$ cat config.mk
export PLATFORM = sky130hd
export DESIGN_NAME = utmi_tx_packetizer
export DESIGN_NICKNAME = d
export VERILOG_FILES = /design/src/rtl/utmi_tx_packetizer.sv
export SDC_FILE = /design/constraint.sdc
export NUM_CORES = 1
export LEC_CHECK = 0
export BUFFER_PORTS_ARGS = -buffer_cell sky130_fd_sc_hd__buf_4
export CAP_MARGIN = 40
export CORE_ASPECT_RATIO = 1.1
export CORE_MARGIN = 5
export CORE_UTILIZATION = 58
export DETAILED_ROUTE_END_ITERATION = 7
export MAX_ROUTING_LAYER = met4
export PLACE_DENSITY = 0.79
export SYNTH_ARGS = -nofsm -noshare
export SYNTH_HDL_FRONTEND = slang
export SYNTH_SLANG_ARGS = --single-unit
$ cat constraint.sdc
create_clock -name fe_clk -period 2.4 [get_ports fe_clk]
set_input_delay 0.24 -clock fe_clk [delete_from_list [all_inputs] [get_ports fe_clk]]
set_output_delay 0.24 -clock fe_clk [all_outputs]
set_load 0.02 [all_outputs]
$ cat src/rtl/utmi_tx_packetizer.sv
// Stream-to-UTMI+ transmit packetizer: opmode switching, USB CRC16 append, inter-packet gap, stall abort.
// Latency: accepted byte is on O_fe_data/O_fe_txvalid one fe_clk later; first txvalid pSETTLE_CYCLES after opmode=00.
// Backpressure: O_data_ready follows the one-byte holding register (free or draining via fe_txrdy); stalls abort on timeout.
module utmi_tx_packetizer #(
    parameter int pSETTLE_CYCLES = 4,
    parameter int pTIMEOUT_WIDTH = 12,
    parameter int pIPG_WIDTH     = 8
) (
    input  logic                  fe_clk,
    input  logic                  reset_i,
    input  logic [7:0]            I_data,
    input  logic                  I_data_valid,
    input  logic                  I_data_last,
    output logic                  O_data_ready,
    input  logic                  I_crc_enable,
    input  logic [pIPG_WIDTH-1:0] I_ipg_cycles,
    input  logic                  fe_txrdy,
    output logic [7:0]            O_fe_data,
    output logic                  O_fe_txvalid,
    output logic [1:0]            O_opmode,
    output logic                  O_busy,
    output logic                  O_done,
    output logic                  O_timeout
);

    typedef enum logic [2:0] {
        S_IDLE, S_SETTLE, S_PID, S_DATA, S_CRC_LO, S_CRC_HI, S_GAP, S_FLUSH
    } state_t;

    // SETTLE covers all but the last settle cycle; the PID-accept cycle supplies that one.
    localparam logic [7:0] SETTLE_LAST = 8'((pSETTLE_CYCLES > 1) ? pSETTLE_CYCLES - 2 : 0);
    localparam logic [pTIMEOUT_WIDTH-1:0] STALL_LAST = {{(pTIMEOUT_WIDTH-1){1'b1}}, 1'b0};
    localparam logic [pIPG_WIDTH-1:0] IPG_ONE = {{(pIPG_WIDTH-1){1'b0}}, 1'b1};

    state_t                    state, state_nxt;
    logic [7:0]                hold_data;
    logic                      hold_valid;
    logic                      last_seen;
    logic                      is_data;
    logic [15:0]               crc;
    logic [7:0]                settle_cnt;
    logic [pTIMEOUT_WIDTH-1:0] stall_cnt;
    logic [pIPG_WIDTH-1:0]     gap_cnt;
    logic                      hs;
    logic                      stall_fire;
    logic                      accept;

    function automatic logic [15:0] crc16_byte(input logic [15:0] c_in, input logic [7:0] d);
        logic [15:0] c;
        c = c_in ^ {8'h00, d};
        for (int i = 0; i < 8; i++)
            c = c[0] ? ((c >> 1) ^ 16'hA001) : (c >> 1);
        return c;
    endfunction

    assign hs         = hold_valid && fe_txrdy;
    assign stall_fire = hold_valid && !fe_txrdy && (stall_cnt == STALL_LAST);
    assign accept     = I_data_valid && O_data_ready;
    assign O_fe_data    = hold_data;
    assign O_fe_txvalid = hold_valid;

    always_ff @(posedge fe_clk) begin
        if (!reset_i) state <= S_IDLE;
        else          state <= state_nxt;
    end

    always_comb begin
        state_nxt    = state;
        O_data_ready = 1'b0;
        O_opmode     = 2'b01;
        O_busy       = (state != S_IDLE);
        case (state)
            S_IDLE:
                if (I_data_valid) state_nxt = (pSETTLE_CYCLES == 1) ? S_PID : S_SETTLE;
            S_SETTLE: begin
                O_opmode = 2'b00;
                if (settle_cnt == SETTLE_LAST) state_nxt = S_PID;
            end
            S_PID: begin
                O_opmode     = 2'b00;
                O_data_ready = !hold_valid || fe_txrdy;
                if (accept) state_nxt = S_DATA;
            end
            S_DATA: begin
                O_opmode     = 2'b00;
                O_data_ready = !last_seen && (!hold_valid || fe_txrdy);
                if (stall_fire)
                    state_nxt = last_seen ? S_GAP : S_FLUSH;
                else if (last_seen && hs)
                    state_nxt = is_data ? S_CRC_LO : S_GAP;
            end
            S_CRC_LO: begin
                O_opmode = 2'b00;
                if (stall_fire)  state_nxt = S_GAP;
                else if (hs)     state_nxt = S_CRC_HI;
            end
            S_CRC_HI: begin
                O_opmode = 2'b00;
                if (stall_fire || hs) state_nxt = S_GAP;
            end
            S_GAP:
                if (gap_cnt <= IPG_ONE) state_nxt = S_IDLE;
            S_FLUSH: begin
                O_data_ready = 1'b1;
                if (I_data_valid && I_data_last) state_nxt = S_GAP;
            end
            default: state_nxt = S_IDLE;
        endcase
    end

    always_ff @(posedge fe_clk) begin
        if (!reset_i) begin
            hold_data  <= 8'h00;
            hold_valid <= 1'b0;
            last_seen  <= 1'b0;
            is_data    <= 1'b0;
            crc        <= 16'hFFFF;
            settle_cnt <= 8'h00;
            stall_cnt  <= '0;
            gap_cnt    <= '0;
            O_done     <= 1'b0;
            O_timeout  <= 1'b0;
        end else begin
            O_done     <= 1'b0;
            O_timeout  <= stall_fire;
            settle_cnt <= (state == S_SETTLE) ? settle_cnt + 8'd1 : 8'h00;
            if (hold_valid && !fe_txrdy && !stall_fire) stall_cnt <= stall_cnt + 1'b1;
            else                                        stall_cnt <= '0;
            if (state == S_IDLE) begin
                crc       <= 16'hFFFF;
                last_seen <= 1'b0;
            end
            if (accept && (state == S_PID || state == S_DATA)) begin
                hold_data  <= I_data;
                hold_valid <= 1'b1;
                if (I_data_last) last_seen <= 1'b1;
                if (state == S_PID)
                    is_data <= I_crc_enable && (I_data inside {8'hC3, 8'h4B, 8'h87, 8'h0F});
                else
                    crc <= crc16_byte(crc, I_data);
            end else if (stall_fire) begin
                hold_valid <= 1'b0;
            end else if (hs) begin
                case (state)
                    S_DATA:
                        if (last_seen && is_data) begin
                            hold_data <= ~crc[7:0];
                        end else begin
                            hold_valid <= 1'b0;
                            O_done     <= last_seen;
                        end
                    S_CRC_LO: hold_data <= ~crc[15:8];
                    S_CRC_HI: begin
                        hold_valid <= 1'b0;
                        O_done     <= 1'b1;
                    end
                    default: hold_valid <= 1'b0;
                endcase
            end
            // I_ipg_cycles is captured once on GAP entry; zero still yields one gap cycle.
            if (state_nxt == S_GAP && state != S_GAP)
                gap_cnt <= (I_ipg_cycles == '0) ? IPG_ONE : I_ipg_cycles;
            else if (state == S_GAP)
                gap_cnt <= gap_cnt - 1'b1;
        end
    end

endmodule
==> results.yml, run 1 <==
sta:
  setup_viol_count_final: 0
  final-max-slew-violation-count: 0
  fin_setup_tns_ns: 0
  skew_ns: 0.007878
  slew_headroom_pct: 54.41
  clock.fmax_ghz: 0.4544
  rsz0062_at_grt: "false"
  period_needed_ns: 2.201
  hold_violations: 0
  min_period_over_period_pct: 91.69
  fin_ws_ns: 0.1993
  worst_pin_slew_ns: 0.6814
worst_setup_path:
  startpoint: "settle_cnt[0]"
  arrival_ns: 2.42
  rr_worst_depth: 8
  cp_max_fo: 5
  critical_path_required_ns: 2.62
  r2r-end: "gap_cnt[6]"
  worstReg2RegStart: "settle_cnt[0]"
  reg2reg_slack_ns: 0.20
  cp-end-kind: "flip-flop"
  cp-start-kind: "flip-flop"
  worstSetupPathType: "flip-flop to flip-flop"
global_route:
  grt_pass1_wl_um: 13030
  grt_max_degree: 24
  first_global_vias: 2816
  grt_overflow: 0
  grt_usage_pct: 24.15
  antenna_found_initial: 0
synthesis:
  synth_fp_nets: 410
  synthXorXnorAreaFrac_pct: 12.43
  ys_seq_area_share_pct: 37.28
  synth-compound-area-share_pct: 16.39
  yosys_register_bits: 60
  syn_area_per_cell_sq_um: 8.434
  synthAdderAreaFrac_pct: 2.330
  synth_ff_type: "dfxtp_1"
  synth_top_family_by_area: "simple AND/OR/NAND/NOR gates"
  synth.area.mux_share_pct: 3.767
  synth_edf_count: 0
  synthArstFlopShare_pct: 0
  syn-instance-count: 382
  yosys_warnings: 0
  syn_area_sq_mm: 0.003222
  synth.distinct_cells: 55
  synth_simple_gate_area_share_pct: 23.92
place:
  numPlacedInstances: 478
  numPortBuffers: 35
  dpl-instance-area_sq_mm: 0.003543
  dp_slack_ns: 0.1721
  gp_congestion: 0.9351
  dp_hpwl_um: 5586
clock_network:
  clkTransAtPathRegs_ns: 0.07
  cts_tree: "done"
  cts.sinks: 60
  cts_root_buf: "clkbuf_8"
  cts_max_level: 3
  clk_path_buf_depth: 2
  cts-hold-fix-buffers: 0
  clock_latency_ns: 0.33
  cts_buffers: 9
floorplan:
  initial_core_util_pct: 59.72
  die_height_um: 88.17
  dieArea_sq_mm: 0.007147
  coreArea_sq_mm: 0.005395
  ios: 37
  rows: 28
  die_x_um: 81.06
routing:
  drtAntennaViolNets: 0
  top_layer: "met4"
  drt-total-wl_um: 7756
  dr_wl_met2_um: 3763
  wl_met3_um: 388
  via_count: 2940
  wl_per_cell_um: 15.70
  via_per_inst: 5.951
  drc_errors: 0
  dr.first_iter.drc_count: 198
  drt_pass1_iterations: 4
  drt-met1-wl_um: 3424
cells_and_area:
  final_nets: 442
  finalInstanceArea_sq_mm: 0.003771
  layout_commonest_cell: "dfxtp_1"
  drive_gt1_share_pct: 17.18
  final_cell_mix: "dfxtp_1, nor2_1, buf_4"
  insertedDiodeCount: 0
  final_cell_count_no_fill: 494
  syn_to_final_growth_pct: 17.05
hold_path:
  hp-class: "input pin to flip-flop"
  worstHoldPathCells: 3
  holdPathEnd: "last_seen"
  min_from: "I_data_last"
pwr:
  vdd_ir_drop_max_uv: 415.6
  comb_power_share_pct: 9.3
  p_sw_share_pct: 23.10
  leakage_nw: 1.401
  p_sw_uw: 497.1
  power.internal_mw: 1.655
  pwr_density_cell_mw_per_mm2: 570.6
  p_seq_share_pct: 47.0
  clkPwrFrac_pct: 43.7
run_status:
  status: "finished, final reports clean"
flow_run:
  drv_cap: 0
==> power groups by stage <==
stage                     Clock, mW  Sequential [mW]  Combinational, mW
after global routing           1.01             1.01              0.216
final                         0.940             1.01              0.201
after CTS                     0.957             1.01              0.198
after global placement            0             1.03              0.194
after detailed placement          0             1.03              0.196
after floorplan                   0             1.02              0.132
==> final cells by class <==
cell class	count	area, sq um
flip-flops and latches	60	1205
repair buffers	42	315.3
clock inverters	3	43.79
clock buffers	13	168.9
fillers	472	1624
inverters	9	33.78
well taps	75	93.84
multi-input cells	292	1911
==> per-stage QoR <==
stage / hold slack, ns / power (mW) / utilization (%)
6_report: 0.1591 / 2.152 / 69.90
4_1_cts: 0.1600 / 2.164 / 69.62
2_1_floorplan: 0.3883 / 1.157 / -
3_5_place_dp: 0.4703 / 1.229 / 65.68
3_3_place_gp: 0.4569 / 1.225 / 65.68
5_1_grt: 0.1783 / 2.238 / 69.90
==> routing by layer <==
layer  vias up  GRT usage (%)
met5         -              -
met4         0          9.677
met3        20          4.115
met2        91          38.09
met1      1392          30.63
li1       1437              -
==> cells in the mapped netlist, types with 2 or more instances <==
master / instances / area, sq um
nor4b_1: 2 / 17.52
nor2b_1: 2 / 12.51
or2_2: 2 / 12.51
nand2_1: 26 / 97.59
xnor2_1: 23 / 201.4
nand4_1: 7 / 43.79
a21oi_1: 8 / 40.04
a32oi_1: 3 / 26.28
a31oi_1: 5 / 31.28
inv_1: 9 / 33.78
a22oi_1: 2 / 15.01
and2_1: 4 / 25.02
a21o_1: 2 / 15.01
o21ai_0: 16 / 80.08
clkbuf_1: 16 / 60.06
o32ai_1: 2 / 17.52
mux2i_1: 11 / 110.1
and3_1: 5 / 31.28
nand3_1: 21 / 105.1
dfxtp_1: 60 / 1201
a211oi_1: 9 / 67.56
nor2_1: 50 / 187.7
and4_1: 2 / 17.52
nand2b_1: 4 / 25.02
nor4_1: 7 / 43.79
ha_1: 6 / 75.07
o311ai_0: 4 / 35.03
o211ai_1: 9 / 67.56
nor3_1: 14 / 70.07
xor2_1: 20 / 175.2
a221oi_1: 2 / 17.52
buf_2: 4 / 20.02
o31ai_1: 3 / 22.52
==> logic make-up after synthesis <==
group                      after synthesis
adders and majority gates                6
DFF                                     60
xor gates and xnor gates                44
and+or+nand+nor                        154
AOI/OAI and AO/OA                       75
other                                    1
buffers and inverters                   30
muxes                                   12
==> registers in the layout, summed over array words and instances (netlist names) <==
| register | flops |
|---|---|
| crc | 16 |
| stall_cnt | 12 |
| O_fe_data | 8 |
| gap_cnt | 8 |
| settle_cnt | 8 |
| state | 3 |
| O_done | 1 |
| O_fe_txvalid | 1 |
| O_timeout | 1 |
| is_data | 1 |
| last_seen | 1 |
==> how the worst max path moves through the flow <==
stage	cells after the start	slack [ns]	end
after floorplan	7	0.42	gap_cnt[6]
after global placement	6	0.24	gap_cnt[0]
after detailed placement	6	0.17	gap_cnt[6]
after CTS	6	0.1	gap_cnt[0]
after global routing	8	0.03	gap_cnt[0]
final	8	0.20	gap_cnt[6]
==> timing repair <==
item | 4_1_cts | 5_1_grt
resized for setup | 0 | 5
setup buffers | 0 | 0
setup endpoints to repair | 0 | 4
==> worst max-delay path, stage by stage (launching register included) <==
cell and delay, ns:
dfxtp_1 0.34, inv_1 0.07, ha_1 0.13, nor3b_1 0.22
nand3_1 0.20, a22oi_1 0.35, and3_1 0.27, nand2_1 0.17
o311a_1 0.33
Note: power is estimated with default switching activity, not from simulation.
==> run 2: changes to the inputs <==
--- a/config.mk
+++ b/config.mk
@@ -5,6 +5,8 @@
 export SDC_FILE = /design/constraint.sdc
 export NUM_CORES = 1
 export LEC_CHECK = 0
+export ABC_AREA = 0
+export ABC_CLOCK_PERIOD_IN_PS = 2100
 export BUFFER_PORTS_ARGS = -buffer_cell sky130_fd_sc_hd__buf_4
 export CAP_MARGIN = 40
 export CORE_ASPECT_RATIO = 1.1
==> constraint.sdc (replaced) <==
create_clock -name fe_clk -period 2.1 [get_ports fe_clk]
set_input_delay 0.21 -clock fe_clk [delete_from_list [all_inputs] [get_ports fe_clk]]
set_output_delay 0.21 -clock fe_clk [all_outputs]
set_load 0.02 [all_outputs]
==> results.yml, run 2 (synthesis results as in run 1) <==
run_status:
  status: "finished, final reports clean"
sta:
  min_period_over_period_pct: 96.96
  clock.fmax_ghz: 0.4911
  fin_ws_ns: 0.06390
  skew_ns: 0.01248
  whs_ns: 0.1240
  setup_viol_count_final: 0
  worst_pin_slew_ns: 0.6301
  fin_setup_tns_ns: 0
  hold_violations: 0
  final-max-slew-violation-count: 0
  period_needed_ns: 2.036
  slew_headroom_pct: 57.84
hold_path:
  holdPathEnd: "gap_cnt[6]"
  worstHoldPathCells: 2
  min_from: "I_ipg_cycles[6]"
  hp-class: "input pin to flip-flop"
global_route:
  first_global_vias: 2911
  grt_max_degree: 24
  antenna_found_initial: 0
  grt_overflow: 0
  grt_pass1_wl_um: 13540
  grt_usage_pct: 25.38
place:
  dp_slack_ns: -0.01116
  numPortBuffers: 35
  dpl-instance-area_sq_mm: 0.003656
  dp_hpwl_um: 6009
  gp_congestion: 0.8939
worst_setup_path:
  rr_worst_depth: 8
  reg2reg_slack_ns: 0.06
  worstReg2RegStart: "gap_cnt[1]"
  cp_max_fo: 5
  crit_path_top_delay_cell: "or3_4"
  r2r-end: "gap_cnt[7]"
  critical_path_buf_inv_count: 1
  arrival_ns: 2.26
  path_cells: "inv_1 -> ha_1 -> nor2_2 -> nor3b_2 -> o221ai_2 -> or3_4 -> nand2_1 -> o221ai_1"
  crit_family: "simple AND/OR/NAND/NOR gates"
  critical_path_required_ns: 2.33
  worstSetupPathType: "flip-flop to flip-flop"
  cpPeakStageDelay_ns: 0.44
  cp-start-kind: "flip-flop"
  cp-end-kind: "flip-flop"
routing:
  wl_per_cell_um: 16.53
  drtAntennaViolNets: 0
  dr.first_iter.drc_count: 302
  via_count: 3077
  via_per_inst: 6.022
  drc_errors: 0
  drt-total-wl_um: 8447
  drt_pass1_iterations: 5
cells_and_area:
  layout_commonest_cell: "buf_4"
  final_cell_mix: "buf_4, dfxtp_1, nor2_1"
  largest_reg_flops: 16
  finalInstanceArea_sq_mm: 0.003938
  insertedDiodeCount: 0
  top_register: "crc"
  reg.largest.list: "crc: 16 flops, stall_cnt: 12 flops"
  syn_to_final_growth_pct: 22.21
  drive_gt1_share_pct: 22.48
  final_nets: 461
clock_network:
  clkTransAtPathRegs_ns: 0.07
  cts_buffers: 9
  cts_root_buf: "clkbuf_8"
  clock_latency_ns: 0.35
  clk_path_buf_depth: 2
  cts_tree: "done"
  cts_max_level: 3
  cts.sinks: 60
floorplan:
  coreArea_sq_mm: 0.005395
  ios: 37
  die_x_um: 81.06
  dieArea_sq_mm: 0.007147
  initial_core_util_pct: 59.72
  die_height_um: 88.17
  rows: 28
pwr:
  pwr_density_cell_mw_per_mm2: 603.6
  vdd_ir_drop_max_uv: 436.7
  p_total_mw: 2.377
  leakage_nw: 1.500
flow_run:
  drv_cap: 0
[run 2: per-layer routing]
layer	global-route usage (%)	wire, um
met1	32.21	3629
met2	38.61	4076
met3	4.630	520
met4	12.60	221
met5	-	0
[run 2: area by class of cell]
type / count / area, sq um
Timing Repair Buffer: 61 / 457.9
Fill cell: 415 / 1458
Multi-Input combinational cell: 292 / 1977
Tap cell: 75 / 93.84
Clock buffer: 11 / 131.4
Sequential cell: 60 / 1204
Inverter: 9 / 33.78
Clock inverter: 3 / 40.04
[run 2: through the flow]
step / utilization [%] / std cells
3_5_place_dp: 67.76 / 493
3_3_place_gp: 67.76 / 493
4_1_cts: 71.22 / 507
6_report: 72.98 / 511
5_1_grt: 72.98 / 511
2_1_floorplan: - / 382
[run 2: how the worst max path moves through the flow]
stage,from,to,cells after the start
after floorplan,O_fe_txvalid,gap_cnt[6],7
after global placement,state[1],gap_cnt[6],6
after CTS,gap_cnt[0],gap_cnt[6],8
final,gap_cnt[1],gap_cnt[7],8
after detailed placement,I_data[2],crc[0],7
after global routing,gap_cnt[1],gap_cnt[0],8
[run 2: power by group]
| part | switching, mW | total [mW] | leakage, nW | internal (mW) |
|---|---|---|---|---|
| Combinational | 0.148 | 0.268 | 0.925 | 0.120 |
| Sequential | 0.00595 | 1.15 | 0.485 | 1.14 |
| Clock | 0.429 | 0.960 | 0.0890 | 0.531 |
| Total | 0.583 | 2.38 | 1.50 | 1.79 |
[run 2: what timing repair did]
item	4_1_cts	5_1_grt
resized for setup	2	13
buffers inserted	0	4
endpoints found under the setup margin	1	9
pin swaps	0	4
hold buffers	0	0
==> run 3: changes to the inputs <==
--- a/config.mk
+++ b/config.mk
@@ -9,12 +9,14 @@
 export ABC_CLOCK_PERIOD_IN_PS = 2100
 export BUFFER_PORTS_ARGS = -buffer_cell sky130_fd_sc_hd__buf_4
 export CAP_MARGIN = 40
+export CELL_PAD_IN_SITES_DETAIL_PLACEMENT = 1
+export CELL_PAD_IN_SITES_GLOBAL_PLACEMENT = 1
 export CORE_ASPECT_RATIO = 1.1
 export CORE_MARGIN = 5
-export CORE_UTILIZATION = 58
+export CORE_UTILIZATION = 44
 export DETAILED_ROUTE_END_ITERATION = 7
 export MAX_ROUTING_LAYER = met4
-export PLACE_DENSITY = 0.79
+export PLACE_DENSITY_LB_ADDON = 0.1
 export SYNTH_ARGS = -nofsm -noshare
 export SYNTH_HDL_FRONTEND = slang
 export SYNTH_SLANG_ARGS = --single-unit
==> results.yml, run 3 (synthesis results as in run 1) <==
run_status:
  status: "finished, final reports clean"
sta:
  fin_setup_tns_ns: 0
  whs_ns: 0.1393
  hold_violations: 0
  clock.fmax_ghz: 0.4959
  period_needed_ns: 2.016
  min_period_over_period_pct: 96.02
  setup_viol_count_final: 0
  skew_ns: 0.009740
  slew_headroom_pct: 50.57
  fin_ws_ns: 0.08361
  worst_pin_slew_ns: 0.7387
  rsz0062_at_grt: "true"
  final-max-slew-violation-count: 0
worst_setup_path:
  critical_path_buf_inv_count: 2
  cp_common_cell: "buf_4"
  cpPeakStageDelay_ns: 0.44
  critical_path_required_ns: 2.32
  cp_max_fo: 4
  cp-start-kind: "flip-flop"
  cp-end-kind: "flip-flop"
  arrival_ns: 2.24
  path_cells: "nor4_2 -> buf_4 -> nor3b_2 -> o221ai_2 -> or3_4 -> nand2_2 -> buf_4 -> o221ai_1"
  crit_path_top_delay_cell: "or3_4"
  worstSetupPathType: "flip-flop to flip-flop"
  crit_family: "simple AND/OR/NAND/NOR gates"
cells_and_area:
  syn_to_final_growth_pct: 25.36
  drive_gt1_share_pct: 25.06
  final_cell_mix: "buf_4, dfxtp_1, nor2_1"
  final_nets: 470
  insertedDiodeCount: 0
  layout_commonest_cell: "buf_4"
  top_register: "crc"
  largest_reg_flops: 16
  reg.largest.list: "crc: 16 flops, stall_cnt: 12 flops"
pwr:
  p_sw_share_pct: 26.92
  vdd_ir_drop_max_uv: 399.1
  p_sw_uw: 667.2
  pwr_density_cell_mw_per_mm2: 613.7
  power.internal_mw: 1.811
  p_seq_share_pct: 46.3
  comb_power_share_pct: 10.8
  p_total_mw: 2.479
  clkPwrFrac_pct: 42.8
  leakage_nw: 1.543
clock_network:
  cts.sinks: 60
  cts_max_level: 3
  clock_latency_ns: 0.35
  cts_root_buf: "clkbuf_8"
  clk_path_buf_depth: 2
  cts_buffers: 9
  clkTransAtPathRegs_ns: 0.08
  cts_tree: "done"
global_route:
  first_global_vias: 3199
  grt_usage_pct: 22.75
  antenna_found_initial: 0
  grt_pass1_wl_um: 16130
  grt_max_degree: 24
  grt_overflow: 0
floorplan:
  rows: 32
  dieArea_sq_mm: 0.009136
  die_x_um: 91.59
  die_height_um: 99.75
  ios: 37
  coreArea_sq_mm: 0.007087
  initial_core_util_pct: 45.46
routing:
  drc_errors: 0
  dr.first_iter.drc_count: 119
  drt_pass1_iterations: 4
  via_per_inst: 5.823
  drtAntennaViolNets: 0
  via_count: 3098
  wl_per_cell_um: 18.46
  drt-total-wl_um: 9820
place:
  numPortBuffers: 35
  gp_congestion: 0.8651
  dp_hpwl_um: 7121
  dp_slack_ns: -0.02547
hold_path:
  hp-class: "input pin to flip-flop"
flow_run:
  drv_cap: 0
run 3: worst reg2reg max path: stages, from the launching register on:
cell	delay [ns]
dfxtp_1	0.35
nor4_2	0.26
buf_4	0.17
nor3b_2	0.19
o221ai_2	0.15
or3_4	0.44
nand2_2	0.11
buf_4	0.13
o221ai_1	0.09
run 3: final cells by class:
class	instances	area, sq um
inverters	9	33.78
fillers	848	3048
flip-flops and latches	60	1206
repair buffers	70	525.5
clock buffers	9	123.9
well taps	85	106.4
multi-input cells	292	1968
clock inverters	7	75.07
run 3: stage by stage:
step                      instance area, sq um  cells  util [%]
after floorplan                           3222    382         -
after global placement                    3751    514     52.93
after detailed placement                  3751    514     52.93
after CTS                                 3959    531     55.86
after global routing                      4039    532     56.99
final                                     4039    532     56.99
run 3: layer usage:
metal / vias to the layer above / GRT usage (%) / part of all wire [%]
met3: 18 / 3.555 / 3.3
met1: 1536 / 27.86 / 46
met4: 0 / 8.469 / 1.8
li1: 1492 / - / -
met5: - / - / 0
met2: 52 / 37.77 / 49
run 3: final timing paths:
path	from	end	slack, ns	depth (start not counted)
setup reg to reg	gap_cnt[3]	gap_cnt[7]	0.08	8
hold reg to reg	settle_cnt[0]	settle_cnt[0]	0.45	1
hold / removal	I_ipg_cycles[6]	gap_cnt[6]	0.14	2
setup / recovery	gap_cnt[3]	gap_cnt[7]	0.08	8
run 3: power groups by stage:
stage	registers (mW)	logic [mW]	clock network [mW]
after floorplan	1.17	0.151	0
after global placement	1.17	0.250	0
after detailed placement	1.17	0.256	0
after CTS	1.15	0.262	1.08
after global routing	1.15	0.287	1.14
final	1.15	0.268	1.06
run 3: timing repair:
| item | in CTS | in global routing |
|---|---|---|
| pin swaps | 1 | 2 |
| hold buffers | 0 | 0 |
| gates resized for setup | 1 | 15 |
| endpoints found under the setup margin | 6 | 8 |
| buffers inserted | 1 | 1 |
